**config.mk**
```make
export PLATFORM = sky130hd
export DESIGN_NAME = demux1to8_16bit_reg
export DESIGN_NICKNAME = d
export VERILOG_FILES = /design/src/rtl/demux1to8_16bit_reg_pkg.sv /design/src/rtl/demux_lane.sv /design/src/rtl/demux1to8_16bit_reg.sv
export SDC_FILE = /design/constraint.sdc
export NUM_CORES = 1
export LEC_CHECK = 0
export CAP_MARGIN = 20
export CORE_UTILIZATION = 30
export DETAILED_ROUTE_END_ITERATION = 10
export HOLD_SLACK_MARGIN = 0.03
export PLACE_DENSITY = 0.62
export SYNTH_ARGS = -nofsm -noshare
export SYNTH_HDL_FRONTEND = slang
export SYNTH_SLANG_ARGS = --single-unit
```
**constraint.sdc**
```tcl
create_clock -name clk -period 2.4 [get_ports clk]
set_input_delay 0.24 -clock clk [delete_from_list [all_inputs] [get_ports clk]]
set_output_delay 0.24 -clock clk [all_outputs]
set_load 0.01 [all_outputs]
```
**src/rtl/demux1to8_16bit_reg_pkg.sv**
```systemverilog
// rtl/demux1to8_16bit_reg_pkg.sv - shared constants for the 1-to-8 registered demultiplexer
//
// Purpose: lane count, select width and default data width shared by
// the top level, the lane register and the bench.
package demux1to8_16bit_reg_pkg;

  localparam int LANES          = 8;
  localparam int SEL_W          = 3;
  localparam int DEFAULT_DATA_W = 16;
  localparam int COUNT_W        = 16;

endpackage

```
**src/rtl/demux_lane.sv**
```systemverilog
// rtl/demux_lane.sv - single output lane register with valid/ready handshake
//
// Purpose: holds one word for one consumer until it is taken.
// Ports:
//   clk, rst_n  - clock, asynchronous active-low reset
//   load        - write load_data this cycle (already qualified by accept)
//   load_data   - word to store
//   ready       - consumer takes the held word this cycle
//   data        - held word, kept after delivery
//   valid       - data holds an undelivered word
module demux_lane #(
  parameter int DATA_W = 16
) (
  input  logic              clk,
  input  logic              rst_n,
  input  logic              load,
  input  logic [DATA_W-1:0] load_data,
  input  logic              ready,
  output logic [DATA_W-1:0] data,
  output logic              valid
);

  // A load in the same cycle as a delivery takes priority, so valid stays
  // high and the lane can stream one word per cycle.
  always_ff @(posedge clk or negedge rst_n) begin
    if (!rst_n) begin
      data  <= '0;
      valid <= 1'b0;
    end else if (load) begin
      data  <= load_data;
      valid <= 1'b1;
    end else if (valid && ready) begin
      valid <= 1'b0;
    end
  end

endmodule

```
**src/rtl/demux1to8_16bit_reg.sv**
```systemverilog
// rtl/demux1to8_16bit_reg.sv - 1-to-8 demultiplexer with registered, handshaked output lanes
//
// Purpose: routes each accepted input word to the lane named by in_select.
// Ports:
//   clk, rst_n              - clock, asynchronous active-low reset
//   in_data/in_select       - word and destination lane
//   in_valid/in_ready       - input handshake
//   out_data0..out_data7    - registered lane data
//   out_valid/out_ready     - per-lane output handshake, bit k = lane k
//   xfer_count              - accepted words, modulo 2^16
module demux1to8_16bit_reg
  import demux1to8_16bit_reg_pkg::*;
#(
  parameter int DATA_W = DEFAULT_DATA_W
) (
  input  logic               clk,
  input  logic               rst_n,
  input  logic [DATA_W-1:0]  in_data,
  input  logic [SEL_W-1:0]   in_select,
  input  logic               in_valid,
  output logic               in_ready,
  output logic [DATA_W-1:0]  out_data0,
  output logic [DATA_W-1:0]  out_data1,
  output logic [DATA_W-1:0]  out_data2,
  output logic [DATA_W-1:0]  out_data3,
  output logic [DATA_W-1:0]  out_data4,
  output logic [DATA_W-1:0]  out_data5,
  output logic [DATA_W-1:0]  out_data6,
  output logic [DATA_W-1:0]  out_data7,
  output logic [LANES-1:0]   out_valid,
  input  logic [LANES-1:0]   out_ready,
  output logic [COUNT_W-1:0] xfer_count
);

  logic              accept;
  logic [LANES-1:0]  load;
  logic [DATA_W-1:0] lane_data [LANES];

  // Selected lane can take a word if empty or being drained this cycle.
  // Gated by rst_n so the block reports not-ready while held in reset.
  assign in_ready = rst_n & (~out_valid[in_select] | out_ready[in_select]);
  assign accept   = in_valid & in_ready;

  always_comb begin
    load = '0;
    if (accept) begin
      load[in_select] = 1'b1;
    end
  end

  for (genvar k = 0; k < LANES; k++) begin : g_lane
    demux_lane #(
      .DATA_W (DATA_W)
    ) u_lane (
      .clk       (clk),
      .rst_n     (rst_n),
      .load      (load[k]),
      .load_data (in_data),
      .ready     (out_ready[k]),
      .data      (lane_data[k]),
      .valid     (out_valid[k])
    );
  end

  assign out_data0 = lane_data[0];
  assign out_data1 = lane_data[1];
  assign out_data2 = lane_data[2];
  assign out_data3 = lane_data[3];
  assign out_data4 = lane_data[4];
  assign out_data5 = lane_data[5];
  assign out_data6 = lane_data[6];
  assign out_data7 = lane_data[7];

  always_ff @(posedge clk or negedge rst_n) begin
    if (!rst_n) begin
      xfer_count <= '0;
    end else if (accept) begin
      xfer_count <= xfer_count + 1'b1;
    end
  end

endmodule

```
==> results.toml <==
[worst_setup_path]
crit_required_ps = 2160
r2r_cells = 6
critPathMaxFanout = 2
reg2reg_slack_ps = 140
crit_type = "in -> out"
crit_arrival_ps = 2090
end_kind = "primary output"
start_kind = "primary input"

[pwr]
power.static_leakage_nw = 3.86
p_int_mw = 6.28
netSwitchingFraction_pct = 27.9
clockPowerShare_pct = 30.8
p_sw_mw = 2.43
comb_power_share_pct = 28.2
power_frac_seq_pct = 41.0
ir_drop_mv = 0.507
pwr_density_cell_nw_per_um2 = 937

[drt]
drc_errors = 0
vias = 4703
drtAntennaViolNets = 0
drtIter0Drc = 257
avgViaCountPerCell = 4.99
routedWlPerCell_um = 20.0
drt_wl_total_um = 18900
first_pass_iters = 4

[final_layout]
final_common_cell = "clkdlybuf4s50_1"
final_area_um2 = 9300
ff_latch_area_um2 = 3800
multi_input_area_um2 = 2200
diodes = 0
fillers = 1831
nets = 691
finish.utilization_pct = 45.8
drive_gt1_share_pct = 18.6
mostFrequentLayoutCells = "179 x clkdlybuf4s50_1, 152 x dfrtp_1, 96 x o2bb2ai_1"
syn_to_final_growth_pct = 48.8

[clock_network]
clk_latency_ps = 420
cts_setup_buffers = 0
tritoncts = "yes"
cts_inserted_buffers = 17
clk_path_buf_depth = 2
clock-sinks = 152
htreeDepth = 4
clkTransAtPathRegs_ps = 60
cts-root-buf = "clkbuf_16"

[synthesis]
syn_area_um2 = 6250
synth_edf_count = 0
syn_inst = 450
synth_warnings = 0
synth_nets = 481
avgSynthCellArea_um2 = 13.9
ys_seq_area_share_pct = 60.9
synth_cell_types = 43
async_flop_share_pct = 100
ys.flop_type = "dfrtp_1"
synth_seq_cells = 152

[sta]
tightest_slew_ps = 630
finalCritPeriodShare_pct = 96.9
tns_ps = 0
hold_ws_ps = 311
rsz0062_at_grt = "false"
finalHoldViolations = 0
finClkSkew_ps = 8.48
max_freq_ghz = 0.430
min_period_ps = 2330
setup_viol = 0
drv_slew = 0
relSlewSlack_pct = 58.0

[global_routing]
grt_start_max_net_pins = 52
top_usage_layer = "met2"
globalRouteMet3Util_pct = 4.16
antenna_found_initial = 0
use_met2_pct = 28.1
track_usage_pct = 18.2
grt_use_met1_pct = 25.4
grt_pass1_vias = 4943
grt_remaining_overflow = 0
grt_pass1_wl_um = 29600

[floorplanning]
initial_core_util_pct = 30.8
die_y_um = 146
die_w_um = 146
design.core.area_um2 = 20300
die-area_um2 = 21400
rows = 52
pin_count = 183

[place]
place_hpwl_um = 13400
place_area_um2 = 8690
place_congestion = 0.811
numPortBuffers = 182

[run_status]
outcome = "complete, no violations"

[worst_hold_path]
min_path_type = "in -> async"

[run]
drv_cap = 0
layer usage:
metal / part of all wire (%) / wire [µm]
met3: 4.8 / 910
met5: 0 / 0
met1: 48 / 9050
met2: 46 / 8700
met4: 1.2 / 222
cells in the mapped netlist, drive strengths merged (3+ instances only):
cell     count  share of area (%)
a2111oi      4               0.86
a211oi       7               0.84
a21oi        4               0.44
and3         4               0.40
buf         30                3.3
clkbuf       6               0.36
dfrtp      152                 61
inv          8               0.48
mux2        35                7.4
mux2i        3               0.48
nand2       40                2.4
nand3        5               0.40
nand4        4               0.40
o211ai       8                2.1
o21ai        9               0.84
o2bb2ai     96                 13
xnor2        3               0.42
xor2        12                1.7
sequential cells by signal, indices dropped and copies added, names as in the netlist:
signal and count:
g_lane.u_lane.data 128, xfer_count 16, g_lane.u_lane.valid 8
critical path, cell delays in order:
cell	delay [ps]
clkdlybuf4s50_1	500
mux2_4	300
a22o_1	270
a2111oi_4	370
a21boi_1	110
dlygate4sd2_1	300
power groups by stage:
stage	Combinational, mW	Clock [mW]	Sequential (mW)
floorplan	0.696	0	3.78
global placement	2.45	0	3.59
detailed placement	2.48	0	3.60
CTS	2.49	2.74	3.57
global route	2.61	2.86	3.64
finish	2.46	2.68	3.57
cell families (layout without fill, tap and decap cells):
kind of cell             Yosys count  count (layout)  synth area share (%)
multiplexers                      40              40                  8.65
flip-flops                       152             152                  60.9
buffers and inverters             44             267                  4.12
adder cells (fa/ha/maj)            1               1                 0.200
AND/OR/NAND/NOR                   64              64                  4.65
AO/OA/AOI/OAI                    134             134                  19.4
XOR/XNOR                          15              15                  2.10
per-stage QoR:
stage          worst slack (ps)  instances  power [mW]
4_1_cts                    28.0        943        8.81
3_3_place_gp               -289        910        6.04
5_1_grt                    14.4        943        9.11
2_1_floorplan               166        450        4.48
6_report                   74.6        943        8.71
3_5_place_dp               -332        910        6.08
final timing paths:
path,startpoint,end
setup / recovery,in_select[2],in_ready
hold / removal,rst_n,g_lane[0].u_lane.data[15]$_DFFE_PN0P_
setup reg to reg,g_lane[1].u_lane.valid$_DFFE_PN0P_,g_lane[1].u_lane.data[12]$_DFFE_PN0P_
hold reg to reg,xfer_count[15]$_DFFE_PN0P_,xfer_count[15]$_DFFE_PN0P_
max in group asynchronous,rst_n,g_lane[2].u_lane.data[12]$_DFFE_PN0P_
min in group clk,out_ready[7],g_lane[7].u_lane.valid$_DFFE_PN0P_
area by class of cell:
type	instances	share of cell area [%]
Sequential cell	152	40.9
Timing Repair Buffer	227	25.0
Multi-Input combinational cell	254	23.7
Clock buffer	23	5.14
Tap cell	270	3.63
Clock inverter	9	1.24
Inverter	8	0.323
repair_timing:
item | in CTS | in global routing
hold endpoints to repair | 29 | 0
setup endpoints to repair | 1 | 1
resized for setup | 1 | 2
hold buffers | 1 | 0
Note: power is estimated with default switching activity, not from simulation.
